### config.mk
export PLATFORM = sky130hd
export DESIGN_NAME = key_sampler
export DESIGN_NICKNAME = d
export VERILOG_FILES = /design/src/rtl/key_sampler.sv
export SDC_FILE = /design/constraint.sdc
export NUM_CORES = 1
export LEC_CHECK = 0
export BUFFER_PORTS_ARGS = -buffer_cell sky130_fd_sc_hd__buf_4
export CAP_MARGIN = 30
export CORE_UTILIZATION = 35
export DETAILED_ROUTE_END_ITERATION = 8
export SYNTH_ARGS = -nofsm -noshare
export SYNTH_HDL_FRONTEND = slang
export SYNTH_SLANG_ARGS = --single-unit
export TNS_END_PERCENT = 20
### constraint.sdc
create_clock -name clk -period 5 [get_ports clk]
set_input_delay 1.5 -clock clk [delete_from_list [all_inputs] [get_ports clk]]
set_output_delay 1.5 -clock clk [all_outputs]
set_load 0.1 [all_outputs]
### src/rtl/key_sampler.sv
// Button front-end for the guessing round: synchronizes and debounces two
// active-low keys and turns the first decision of an armed round into one-cycle pulses.
module key_sampler #(
  parameter int DEBOUNCE_CYCLES = 1_000_000,
  parameter int CHORD_CYCLES    = 50_000,
  parameter int CNT_W           = 20
) (
  input  logic       clk,
  input  logic       rst,
  input  logic       key1_n,
  input  logic       key0_n,
  input  logic       arm,
  output logic       armed,
  output logic       key_same,
  output logic       key_diff,
  output logic       lvl_same,
  output logic       lvl_diff,
  output logic [2:0] dbg_state
);

  typedef enum logic [2:0] {
    S_IDLE     = 3'd0,
    S_ARMED    = 3'd1,
    S_CHORD    = 3'd2,
    S_EMIT     = 3'd3,
    S_WAIT_REL = 3'd4
  } state_t;

  localparam logic [CNT_W-1:0] DB_LAST     = CNT_W'(DEBOUNCE_CYCLES - 1);
  localparam logic [CNT_W-1:0] CH_LAST     = CNT_W'(CHORD_CYCLES - 1);
  localparam logic [CNT_W:0]   SETTLE_LAST = (CNT_W+1)'(DEBOUNCE_CYCLES + 2);

  // Key vectors: bit 1 = "same" (KEY1), bit 0 = "diff" (KEY0).
  logic [1:0]       r_sync_same;
  logic [1:0]       r_sync_diff;
  logic [1:0]       w_sync;
  logic [1:0]       r_lvl;
  logic [1:0]       r_lvl_q;
  logic [1:0]       w_press;
  logic [CNT_W-1:0] r_db_cnt [2];
  logic [CNT_W:0]   r_settle;
  logic             r_ready;
  state_t           r_state;
  logic [1:0]       r_first;
  logic [1:0]       r_pulse;
  logic [CNT_W-1:0] r_chord_cnt;
  logic             r_armed;

  always_ff @(posedge clk or posedge rst) begin
    if (rst) begin
      r_sync_same <= 2'b11;
      r_sync_diff <= 2'b11;
    end else begin
      r_sync_same <= {r_sync_same[0], key1_n};
      r_sync_diff <= {r_sync_diff[0], key0_n};
    end
  end

  assign w_sync = {~r_sync_same[1], ~r_sync_diff[1]};

  always_ff @(posedge clk or posedge rst) begin
    if (rst) begin
      for (int i = 0; i < 2; i++) r_db_cnt[i] <= '0;
      r_lvl   <= 2'b00;
      r_lvl_q <= 2'b00;
    end else begin
      r_lvl_q <= r_lvl;
      for (int i = 0; i < 2; i++) begin
        if (w_sync[i] == r_lvl[i]) begin
          r_db_cnt[i] <= '0;
        end else if (r_db_cnt[i] == DB_LAST) begin
          r_lvl[i]    <= w_sync[i];
          r_db_cnt[i] <= '0;
        end else begin
          r_db_cnt[i] <= r_db_cnt[i] + CNT_W'(1);
        end
      end
    end
  end

  // Keys held through reset look released until the debouncer catches up;
  // the rise that follows is not a fresh press, so events stay masked until then.
  always_ff @(posedge clk or posedge rst) begin
    if (rst) begin
      r_settle <= '0;
      r_ready  <= 1'b0;
    end else if (!r_ready) begin
      r_settle <= r_settle + (CNT_W+1)'(1);
      if (r_settle == SETTLE_LAST) r_ready <= 1'b1;
    end
  end

  assign w_press = r_lvl & ~r_lvl_q & {2{r_ready}};

  // Handshake: arm is a request taken only in IDLE (no queueing, no ready);
  // each accepted arm yields exactly one key_same/key_diff pulse, never while armed=1.
  always_ff @(posedge clk or posedge rst) begin
    if (rst) begin
      r_state     <= S_IDLE;
      r_first     <= 2'b00;
      r_pulse     <= 2'b00;
      r_chord_cnt <= '0;
      r_armed     <= 1'b0;
    end else begin
      r_pulse <= 2'b00;
      case (r_state)
        S_IDLE: begin
          if (arm) begin
            r_state <= S_ARMED;
            r_armed <= 1'b1;
          end
        end
        S_ARMED: begin
          if (w_press == 2'b11) begin
            r_state <= S_EMIT;
            r_pulse <= 2'b11;
            r_armed <= 1'b0;
          end else if (w_press != 2'b00) begin
            r_state     <= S_CHORD;
            r_first     <= w_press;
            r_chord_cnt <= '0;
          end
        end
        S_CHORD: begin
          r_chord_cnt <= r_chord_cnt + CNT_W'(1);
          if ((w_press & ~r_first) != 2'b00) begin
            r_state <= S_EMIT;
            r_pulse <= 2'b11;
            r_armed <= 1'b0;
          end else if (r_chord_cnt == CH_LAST) begin
            r_state <= S_EMIT;
            r_pulse <= r_first;
            r_armed <= 1'b0;
          end
        end
        S_EMIT: r_state <= S_WAIT_REL;
        S_WAIT_REL: begin
          if (r_lvl == 2'b00) r_state <= S_IDLE;
        end
        default: begin
          r_state <= S_IDLE;
          r_armed <= 1'b0;
        end
      endcase
    end
  end

  assign armed     = r_armed;
  assign key_same  = r_pulse[1];
  assign key_diff  = r_pulse[0];
  assign lvl_same  = r_lvl[1];
  assign lvl_diff  = r_lvl[0];
  assign dbg_state = r_state;

endmodule

# ---- Word-level counts from Yosys, hierarchy flattened
# Cells that the tools add are included.
dict set report op_classes {
  add_sub_neg 4
  mux 25
  bitwise 11
  reduce_logical 12
  eq_ne 18
}
# op n
set ops {}
lappend ops {{20-bit 2-to-1 mux} 6}
lappend ops {{20-bit by 1-bit adder with 20-bit output (second input constant)} 3}
lappend ops {{20-bit == test (second input constant)} 2}
lappend ops {{20-bit case mux with 2 select lines} 1}
lappend ops {{21-bit by 1-bit adder with 21-bit output (second input constant)} 1}
lappend ops {{21-bit by 20-bit == test with 1-bit output (second input constant)} 1}
lappend ops {{20-bit by 16-bit == test with 1-bit output (second input constant)} 1}
lappend ops {{3-bit 2-to-1 mux} 6}
lappend ops {{3-bit case mux with 5 select lines} 1}
lappend ops {{2-bit != test (second input constant)} 5}
lappend ops {{4-bit AND reduction} 2}
lappend ops {{2-bit AND} 3}
lappend ops {{3-bit by 2-bit == test with 1-bit output (second input constant)} 2}
lappend ops {{1-bit 2-to-1 mux} 6}
lappend ops {{2-bit 2-to-1 mux} 3}
lappend ops {{3-bit != test (second input constant)} 2}
lappend ops {{1-bit NOT} 6}
lappend ops {{3-bit AND reduction} 2}
lappend ops {{2-bit nonzero test} 3}
lappend ops {{2-bit NOT} 2}
lappend ops {{1-bit case mux with 4 select lines} 1}
lappend ops {{2-bit case mux with 2 select lines} 1}
lappend ops {{2-bit AND reduction} 2}
lappend ops {{3-bit by 1-bit == test with 1-bit output (second input constant)} 1}
lappend ops {{6 further kinds} 7}
dict set report word_totals {
  regBits 98
  out_inout_bits 8
  in_bits 5
  wordCells 84
}

# ---- Depth between registers and ports, before layout
# Gate-level depths: netlist of run 1.
dict set report logic_depth {
  word_depth 7
  ltp_mapped 10
  ltp_nobuf 8
}

# ---- Least setup slack after synthesis of run 1
# OpenSTA, ideal clock, no wires.
dict set report synth_path {
  kind {flip-flop to flip-flop}
  from {register r_lvl[1]}
  to {register r_chord_cnt[14]}
  t_arrival_ns 3.025
  required_time_ns 4.922
  period_less_slack_ns 3.103
  path_stages_with_launch 7
  setup_slack_ns 1.897
  setup_ns 0.078
  path_buffers 0
  path_cell_list {dfrtp_1 -> nand3b_1 -> ha_1 -> or4b_4 -> a211o_1 -> or4_1 -> a21oi_1}
}
dict set report synth_between {
  elab_chain_len 5
  word_cells_on_any_way 7
  cone_classes {3 x eq/ne; 2 x bitwise; 2 x reduce/logical}
}
# element line_no
set synth_rtl {}
lappend synth_rtl {{start: declaration} 37} ;# logic [1:0] r_lvl;
lappend synth_rtl {{start signal: indexed assignment} 72} ;# r_lvl[i] <= w_sync[i];
lappend synth_rtl {{2-bit AND * (2 in a row)} 93} ;# assign w_press = r_lvl & ~r_lvl_q & {2{r_ready}};
lappend synth_rtl {{2-bit == test or 2-bit nonzero test (tied branches)} {114, 118}}
lappend synth_rtl {{2-bit != test (no line)} --}
lappend synth_rtl {{3-bit AND reduction (no line) *} --}
lappend synth_rtl {{end signal: assignment} 125} ;# r_chord_cnt <= r_chord_cnt + CNT_W'(1);
lappend synth_rtl {{end: declaration} 46} ;# logic [CNT_W-1:0] r_chord_cnt;
# Mark *: on every way between the ends. The rest lies on a longest branch, timed or not.
# A chain may end at the register's enable or synchronous reset.

# ---- Worst setup path in the final report of run 1
dict set report layout_path {
  from {register r_ready}
  to {register r_chord_cnt[18]}
}
dict set report layout_between {
  elab_chain_len 4
  word_cells_on_any_way 6
  cone_classes {3 x eq/ne; 1 x bitwise; 2 x reduce/logical}
}
# element line_no
set layout_rtl {}
lappend layout_rtl {{start: declaration} 42} ;# logic r_ready;
lappend layout_rtl {{start signal: assignment} 86} ;# r_ready <= 1'b0;
lappend layout_rtl {{start signal: assignment} 89} ;# if (r_settle == SETTLE_LAST) r_ready <= 1'b1;
lappend layout_rtl {{2-bit AND *} 93}
lappend layout_rtl {{net w_press[1]} 39} ;# logic [1:0] w_press;
lappend layout_rtl {{2-bit == test or 2-bit nonzero test (tied branches)} {114, 118}}
lappend layout_rtl {{2-bit != test (no line)} --}
lappend layout_rtl {{3-bit AND reduction (no line) *} --}
# Mark *: on every way through the listed nets, which the timed path passes. The rest lies on a longest branch.

==> results of run 1 <==
==> final timing paths <==
kind,start,to,depth (start not counted)
worst max-delay path,r_ready$_DFF_PP0_,r_chord_cnt[18]$_DFFE_PP0P_,7
worst min-delay path,r_sync_diff[0]$_DFF_PP1_,r_sync_diff[1]$_DFF_PP1_,0
worst max register to register,r_ready$_DFF_PP0_,r_chord_cnt[18]$_DFFE_PP0P_,7
worst min register to register,r_sync_diff[0]$_DFF_PP1_,r_sync_diff[1]$_DFF_PP1_,0
max in group asynchronous,rst,r_sync_same[1]$_DFF_PP1_,4
min in group asynchronous,rst,r_chord_cnt[18]$_DFFE_PP0P_,2
==> state kept, by name, indices dropped and copies added, names as in the netlist <==
signal,flops
r_ready,1
r_sync_diff,2
r_sync_same,2
dbg_state,3
r_db_cnt,40
r_first,2
r_pulse,2
r_chord_cnt,20
r_lvl_q,2
r_settle,21
r_lvl,2
armed,1
==> per-layer routing <==
layer  up-vias  track usage
li1       1770            -
met1      1737        0.189
met2        31        0.218
met3         7       0.0249
met4         0       0.0593
met5         -            0
==> cell usage in the layout (no fill, tap or decap), types with 10 or more instances in the layout <==
master	count
o31ai_1	16
buf_4	14
dfrtp_1	94
nand2_1	32
xor2_1	17
or4_1	18
xnor2_1	30
nand4_1	21
o21ai_0	17
nor2_1	39
a21oi_1	31
inv_1	15
nand3_1	32
and3_1	10
or3_1	11
==> worst reg2reg max path, delay by kind of cell, from the launching register on <==
kind | cells | cell delay, ns
AND/OR/NAND/NOR | 3 | 1.35
buffers and inverters | 1 | 0.07
AO/OA/AOI/OAI | 2 | 0.63
adder cells (fa/ha/maj) | 1 | 0.26
flip-flops | 1 | 0.48
==> cell type report <==
cell class / count / area, µm² / area share
inverter: 16 / 62.6 / 0.0116
timing repair buffer: 15 / 133 / 0.0245
tap: 176 / 220 / 0.0407
clock inverter: 7 / 82.6 / 0.0153
clock buffer: 9 / 225 / 0.0416
sequential: 98 / 2460 / 0.454
multi-input combinational: 349 / 2230 / 0.412
==> kinds of logic after synthesis <==
logic type / Yosys count
buffers and inverters: 32
adder cells (fa/ha/maj): 8
AND/OR/NAND/NOR: 208
AO/OA/AOI/OAI: 86
XOR/XNOR: 47
flip-flops: 98
==> power by group <==
| part | internal, µW | switching [µW] |
|---|---|---|
| Clock | 397 | 319 |
| Sequential | 800 | 6.51 |
| Combinational | 13.4 | 34.9 |
| Total | 1210 | 360 |
==> stage by stage <==
stage | total power, µW | utilization | cell area [µm²]
2_1_floorplan | 854 | - | 4810
3_3_place_gp | 868 | 0.380 | 5080
3_5_place_dp | 869 | 0.380 | 5080
4_1_cts | 1590 | 0.403 | 5380
5_1_grt | 1630 | 0.405 | 5410
6_report | 1570 | 0.405 | 5410
==> results_dict.tcl, run 1 <==
set metrics [dict create \
    outcome "complete, no violations" \
    grt_usage 0.140 \
    met1Wirelength_mm 4.77 \
    slew_headroom 0.473 \
    start_kind "register" \
    fill_cells 1306 \
    overflow 0 \
    grt_max_degree 77 \
    ys_async_sr_fraction 1.00 \
    ir_drop_mv 0.197 \
    fin_crit_sh 0.571 \
    die_height_um 119 \
    dieArea_um2 14200 \
    pre_cts_slack_ns 2.13 \
    synth_compound_area_frac 0.115 \
    synthAdderAreaFrac 0.0208 \
    crit_fanout 16 \
    synth_edf_count 0 \
    maxSlewViolCount 0 \
    cts-hold-fix-buffers 0 \
    path_cells "nand3b_1, inv_1, ha_1, or4b_4, a211o_1, or4_1, a21oi_1" \
    post_cts_resized 0 \
    drive_gt1_frac 0.0911 \
    dp_cells 653 \
    arrival_ns 3.11 \
    worstSkewPairLatency_ns 0.34 \
    synth-xor-area-share 0.0855 \
    synth_top_area_share 0.489 \
    postCtsSetupBuffers 0 \
    ys_seq_area_frac 0.511 \
    maxCapViolations 0 \
    drc 0 \
    via_count 3545 \
    htreeDepth 3 \
    synth_area_um2 4810 \
    worst_hold_slack_ns 0.357 \
    start_util 0.361 \
    synth_flop_cell "dfrtp_1" \
    worstMarginPinSlew_ns 0.784 \
    io_pins 13 \
    ys_warn_count 0 \
    clk_pin_slew_worst_paths_ns 0.07 \
    cp_slowest_stage_delay_ns 0.57 \
    cp.required_ns 5.26 \
    routed_wl_mm 9.31 \
    powerDensity_nw_per_um2 290 \
    antenna_left 0 \
    port_buffers 12 \
    place_hpwl_mm 6.25 \
    max_freq_mhz 350 \
    rrSetupSlack_ns 2.15 \
    gp_congestion 0.769 \
    cts_buffer_depth 2 \
    synthMuxAreaShare 0 \
    cts_made_buffers 9 \
    fin_crit_ns 2.85 \
    crit_slowest_cell "or4b_4" \
    ys_ff_latch 98 \
    fp.coreArea_um2 13300 \
    dr.pass1.iters 5 \
    netlist_instances 479 \
    rows 42 \
    final.setup.worst_slack_ns 2.15 \
    clock_skew_ns 0.00590 \
    route.met3.wl_um 181 \
    yosys.area_share.simple 0.241 \
    chipWidth_um 119 \
    rsz0062_at_grt "no" \
    synth_most_common_cell "dfrtp_1" \
    antenna_found_initial 0 \
    cts_tree "done" \
    clock_sinks 98 \
    synth_top_family_by_area "simple AND/OR/NAND/NOR gates" \
    cp_num_buf_inv 1 \
    syn_nets 492 \
    cpLargestDelayFamily "simple AND/OR/NAND/NOR gates" \
    endpoint_kind "register" \
    avgSynthCellArea_um2 10.0 \
    synthTopCellsByCount "dfrtp_1 (94), nor2_1 (39), nand2_1 (32), nand3_1 (32), a21oi_1 (31)" \
    ys_top_cells_by_area "dfrtp_1 (49%), xnor2_1 (5.5%), nand3_1 (3.3%), a21oi_1 (3.2%), xor2_1 (3.1%)" \
    synthDistinctLibCells 48 \
    fin_nets 502 \
    drt_iter0_markers 245 \
    setup_viol 0 \
    power.leakage_uw 0.00220 \
    path_class "register to register" \
    fin_setup_tns_ns 0 \
    viasPerCell 5.29 \
    min_path_type "register to register" \
    wire_per_inst_um 13.9 \
    grt_pass1_wl_mm 16.1 \
    areaGrowthSynthToFinish_pct 12.4 \
    dr_wl_met2_mm 4.24 \
    antenna_cells 0 \
    grt_pass1_vias 3422 \
    yosysTopAreaCell "dfrtp_1" \
    root_buffer "clkbuf_16" \
    hold_viol_final 0 \
    stdcell_count 670 \
    routed.top_layer "met4" \
]
Note: power is estimated with default switching activity, not from simulation.
==> run 2, diff against run 1 <==
==> constraint.sdc (replaced) <==
create_clock -name clk -period 2.8 [get_ports clk]
set_input_delay 0.84 -clock clk [delete_from_list [all_inputs] [get_ports clk]]
set_output_delay 0.84 -clock clk [all_outputs]
set_load 0.1 [all_outputs]
==> results_dict.tcl, run 2 (same netlist as run 1, synthesis figures left out) <==
set metrics [dict create \
    setup_viol 0 \
    routed_wl_mm 9.42 \
    largest_reg_flops 40 \
    chipWidth_um 119 \
    crit_fanout 16 \
    arrival_ns 2.90 \
    path_cells "nand3b_1, inv_1, ha_1, or4b_4, a211o_2, or4_1, a21oi_1" \
    p_int_uw 2240 \
    final_common_cell "dfrtp_1" \
    port_buffers 12 \
    gp_congestion 0.812 \
    rrSetupSlack_ns 0.17 \
    post_cts_resized 0 \
    post-route-util 0.409 \
    grt_pass1_wl_mm 16.6 \
    dieArea_um2 14200 \
    grt_max_degree 99 \
    ir_drop_mv 0.279 \
    clock_skew_ns 0.00924 \
    place_hpwl_mm 6.29 \
    drc 0 \
    stdcell_count 676 \
    min_path_type "register to register" \
    worstMarginPinSlew_ns 0.863 \
    start_util 0.361 \
    slew_headroom 0.419 \
    antenna_cells 0 \
    sw_frac_of_total 0.213 \
    fp.coreArea_um2 13300 \
    cts-hold-fix-buffers 0 \
    fin_crit_ns 2.63 \
    fin_crit_sh 0.940 \
    pwr-share-seq 0.508 \
    die_height_um 119 \
    grt_pass1_vias 3545 \
    postCtsSetupBuffers 0 \
    rsz0062_at_grt "yes" \
    clock_sinks 98 \
    worstSkewPairLatency_ns 0.35 \
    cts_tree "done" \
    rows 42 \
    antenna_found_initial 0 \
    r2r-start "r_ready$_DFF_PP0_" \
    dr.pass1.iters 4 \
    top_register "r_db_cnt" \
    powerDensity_nw_per_um2 520 \
    reg2reg_to "r_chord_cnt[14]$_DFFE_PP0P_" \
    grt_usage 0.145 \
    viasPerCell 5.32 \
    antenna_left 0 \
    worstSetupStartpoint "r_ready$_DFF_PP0_" \
    drive_gt1_frac 0.102 \
    path_class "register to register" \
    via_count 3594 \
    combPwrFrac 0.031 \
    fin_nets 509 \
    cts_made_buffers 9 \
    crit_slowest_cell "or4b_4" \
    pre_cts_slack_ns 0.149 \
    reg_top3 "r_db_cnt x40, r_settle x21, r_chord_cnt x20" \
    overflow 0 \
    outcome "complete, no violations" \
    start_kind "register" \
    final.setup.worst_slack_ns 0.167 \
    wire_per_inst_um 13.9 \
    clk_pin_slew_worst_paths_ns 0.07 \
    htreeDepth 3 \
    cts_buffer_depth 2 \
    max_freq_mhz 380 \
    drt_iter0_markers 265 \
    final_cell_mix "dfrtp_1 (94), nor2_1 (39), nand3_1 (32), nand2_1 (32), a21oi_1 (31)" \
    maxCapViolations 0 \
    hold_viol_final 0 \
    root_buffer "clkbuf_16" \
    areaGrowthSynthToFinish_pct 13.5 \
    maxSlewViolCount 0 \
    p_sw_uw 604 \
    ff2ff_path_depth 7 \
    endpoint_kind "register" \
    critical_path.endpoint "r_chord_cnt[14]$_DFFE_PP0P_" \
    cp.required_ns 3.06 \
    io_pins 13 \
    power.leakage_uw 0.00223 \
    clockPowerShare 0.462 \
    cp_slowest_stage_delay_ns 0.55 \
    dp_cells 661 \
]
==> run 2: cell types whose count changed in the layout (fill, tap and decap cells not counted), moves of 2 or more <==
cell	previous run	this run
a211o_1	2	0
a211o_2	0	2
buf_4	14	21
clkbuf_1	0	2
inv_6	3	1
==> run 2: area by class of cell <==
type                    instances  area, µm²
clock inverters                 4       76.3
multi-input cells             349       2230
fillers                      1307       7890
inverters                      16       63.8
clock buffers                  11        233
repair buffers                 22        178
flip-flops and latches         98       2460
well taps                     176        220
==> run 2: worst min-delay path by stage <==
stage | end | start | cells after the start | slack [ns]
6_report | r_sync_same[1]$_DFF_PP1_ | r_sync_same[0]$_DFF_PP1_ | 0 | 0.36
3_3_place_gp | r_sync_same[1]$_DFF_PP1_ | r_sync_same[0]$_DFF_PP1_ | 0 | 0.35
3_5_place_dp | r_sync_same[1]$_DFF_PP1_ | r_sync_same[0]$_DFF_PP1_ | 0 | 0.35
5_1_grt | r_sync_same[1]$_DFF_PP1_ | r_sync_same[0]$_DFF_PP1_ | 0 | 0.36
4_1_cts | r_sync_same[1]$_DFF_PP1_ | r_sync_same[0]$_DFF_PP1_ | 0 | 0.36
2_1_floorplan | r_sync_diff[1]$_DFF_PP1_ | r_sync_diff[0]$_DFF_PP1_ | 0 | 0.35
==> run 2: routing by layer <==
| metal | vias up | wire, µm | GRT usage |
|---|---|---|---|
| li1 | 1783 | - | - |
| met1 | 1743 | 4690 | 0.195 |
| met2 | 54 | 4250 | 0.226 |
| met3 | 14 | 293 | 0.0278 |
| met4 | 0 | 192 | 0.0688 |
| met5 | - | 0 | 0 |
==> run 2: critical path, delay by kind of cell (launching register included) <==
| kind | cells | cell delay, ns |
|---|---|---|
| AND/OR/NAND/NOR | 3 | 1.26 |
| AO/OA/AOI/OAI | 2 | 0.62 |
| flip-flops | 1 | 0.39 |
| adder cells (fa/ha/maj) | 1 | 0.21 |
| buffers and inverters | 1 | 0.07 |
==> run 2: stage by stage <==
| stage | total power (µW) | hold slack [ns] | instance area (µm²) | setup TNS (ns) |
|---|---|---|---|---|
| 2_1_floorplan | 1530 | 0.345 | 4820 | -3.70 |
| 3_3_place_gp | 1550 | 0.346 | 5150 | 0 |
| 3_5_place_dp | 1560 | 0.348 | 5150 | 0 |
| 4_1_cts | 2880 | 0.358 | 5460 | 0 |
| 5_1_grt | 2950 | 0.359 | 5460 | -0.00791 |
| 6_report | 2840 | 0.357 | 5460 | 0 |
==> run 2: power by group through the flow <==
stage / Clock, µW / Sequential (µW) / Combinational [µW]
5_1_grt: 1410 / 1440 / 98.4
6_report: 1310 / 1440 / 87.4
4_1_cts: 1340 / 1440 / 90.8
3_5_place_dp: 0 / 1470 / 90.0
3_3_place_gp: 0 / 1470 / 88.0
2_1_floorplan: 0 / 1480 / 45.7
==> run 3, diff against run 2 <==
--- a/config.mk
+++ b/config.mk
@@ -5,10 +5,12 @@
 export SDC_FILE = /design/constraint.sdc
 export NUM_CORES = 1
 export LEC_CHECK = 0
+export ABC_AREA = 1
 export BUFFER_PORTS_ARGS = -buffer_cell sky130_fd_sc_hd__buf_4
 export CAP_MARGIN = 30
 export CORE_UTILIZATION = 35
 export DETAILED_ROUTE_END_ITERATION = 8
+export SETUP_SLACK_MARGIN = 0.1
 export SYNTH_ARGS = -nofsm -noshare
 export SYNTH_HDL_FRONTEND = slang
 export SYNTH_SLANG_ARGS = --single-unit
==> results_dict.tcl, run 3 <==
set metrics [dict create \
    ys_async_sr_fraction 1.00 \
    rsz0062_at_grt "no" \
    ys_seq_area_frac 0.446 \
    stdcell_count 935 \
    antenna_left 0 \
    viasPerCell 4.58 \
    die_height_um 127 \
    wire_per_inst_um 11.6 \
    routed.top_layer "met4" \
    clk_pin_slew_worst_paths_ns 0.07 \
    cp.required_ns 1.96 \
    place_area_um2 5890 \
    synth_flop_cell "dfrtp_1" \
    drive_gt1_frac 0.122 \
    r2r-start "r_ready$_DFF_PP0_" \
    cts_made_buffers 9 \
    overflow 0 \
    maxSlewViolCount 0 \
    synth_most_common_cell "nand2_1" \
    outcome "complete, no violations" \
    worstSkewPairLatency_ns 0.35 \
    cts-hold-fix-buffers 0 \
    ys_top_cells_by_area "dfrtp_1 (43%), nand2_1 (11%), nor2_1 (7.3%), inv_1 (6.2%), xor2_1 (4.5%)" \
    setup_viol 0 \
    dr.pass1.iters 5 \
    cp_num_buf_inv 1 \
    final_common_cell "nand2_1" \
    pre_cts_slack_ns 0.905 \
    final_cell_mix "nand2_1 (156), nor2_1 (107), dfrtp_1 (94), inv_1 (90), nand3_1 (45)" \
    clock_sinks 98 \
    post-route-util 0.404 \
    io_pins 13 \
    met1Wirelength_mm 5.37 \
    grt_pass1_vias 4169 \
    synth_area_um2 5510 \
    start_kind "register" \
    fin_crit_ns 2.06 \
    dp_cells 920 \
    final.setup.worst_slack_ns 0.741 \
    place_hpwl_mm 8.11 \
    reg2reg_to "r_chord_cnt[9]$_DFFE_PP0P_" \
    postCtsSetupBuffers 0 \
    post_cts_resized 0 \
    rows 45 \
    largest_reg_flops 40 \
    gp_congestion 0.876 \
    crit_slowest_cell "dfrtp_1" \
    max_freq_mhz 486 \
    path_cells "buf_4" \
    port_buffers 12 \
    yosysTopAreaCell "dfrtp_1" \
    dieArea_um2 16200 \
    hp-start "r_sync_same[0]$_DFF_PP1_" \
    rrSetupSlack_ns 0.93 \
    cp_slowest_stage_delay_ns 0.51 \
    drc 0 \
    start_util 0.361 \
    slew_headroom 0.556 \
    fp.coreArea_um2 15300 \
    cts_tree "done" \
    worstMarginPinSlew_ns 0.664 \
    areaGrowthSynthToFinish_pct 11.7 \
    fin_crit_sh 0.735 \
    hold_viol_final 0 \
    ys_warn_count 0 \
    syn_nets 711 \
    drt_iter0_markers 239 \
    crit_fanout 6 \
    grt_pass1_wl_mm 19.4 \
    synthTopCellsByCount "nand2_1 (156), nor2_1 (107), dfrtp_1 (94)" \
    synth_top_area_share 0.427 \
    route.met3.wl_um 510 \
    grt_max_degree 38 \
    root_buffer "clkbuf_16" \
    top_register "r_db_cnt" \
    fin_setup_tns_ns 0 \
    netlist_instances 698 \
    fin_nets 733 \
    cp_num_cells 1 \
    via_count 4281 \
    synthDistinctLibCells 36 \
    endpoint_kind "output port" \
    routed_wl_mm 10.8 \
    arrival_ns 1.22 \
    cpLargestDelayFamily "flip-flops" \
    antenna_found_initial 0 \
    grt_usage 0.150 \
    synth_edf_count 0 \
    chipWidth_um 127 \
    ys_ff_latch 98 \
    hold_end "r_sync_same[1]$_DFF_PP1_" \
    ir_drop_mv 0.348 \
    finalInstanceArea_um2 6160 \
    reg_top3 "r_db_cnt x40, r_settle x21, r_chord_cnt x20" \
    avgSynthCellArea_um2 7.89 \
    ff2ff_path_depth 10 \
    min_path_type "register to register" \
    cts_buffer_depth 2 \
    antenna_cells 0 \
    htreeDepth 3 \
    powerDensity_nw_per_um2 542 \
    power.leakage_uw 0.00272 \
    min_path_cells 0 \
    maxCapViolations 0 \
    dr_wl_met2_mm 4.83 \
    clock_skew_ns 0.0111 \
    path_class "register to output port" \
]
## run 3: final cells by class
cell class	instances	area (µm²)
Fill cell	1553	9100
Timing Repair Buffer	14	130
Sequential cell	98	2460
Tap cell	211	264
Clock buffer	11	243
Multi-Input combinational cell	500	2670
Clock inverter	4	26.3
Inverter	97	368
## run 3: logic make-up (layout without fill, tap and decap cells)
kind of cell	count (synthesis)	count (layout)	synth area share
xor gates and xnor gates	39	39	0.0620
buffers and inverters	100	126	0.0697
and+or+nand+nor	407	407	0.362
DFF	98	98	0.446
adders and majority gates	8	8	0.0182
AOI/OAI and AO/OA	46	46	0.0425
## run 3: per-stage QoR
step	power [µW]	hold WS, ns
after floorplan	2070	0.345
after global placement	2220	0.346
after detailed placement	2220	0.351
after CTS	3400	0.361
after global routing	3520	0.369
final	3340	0.359
## run 3: report_power, final
group	switching (µW)	total (µW)	internal, µW
Sequential	87.8	1570	1480
Clock	528	1150	622
Combinational	470	620	150
## run 3: worst max path at each step
stage	startpoint	endpoint	slack [ns]
after detailed placement	r_ready$_DFF_PP0_	r_chord_cnt[9]$_DFFE_PP0P_	0.91
after global placement	r_ready$_DFF_PP0_	r_chord_cnt[4]$_DFFE_PP0P_	0.94
after CTS	dbg_state[1]$_DFFE_PP0P_	dbg_state[1]	0.74
after global routing	r_ready$_DFF_PP0_	r_chord_cnt[8]$_DFFE_PP0P_	0.66
after floorplan	r_lvl[1]$_DFFE_PP0P_	r_chord_cnt[6]$_DFFE_PP0P_	0.60
final	dbg_state[1]$_DFFE_PP0P_	dbg_state[1]	0.74
## run 3: metal layers
layer / vias up / global-route usage
met2: 72 / 0.230
met3: 8 / 0.0440
met1: 1937 / 0.207
met5: - / 0
met4: 0 / 0.0371
li1: 2264 / -
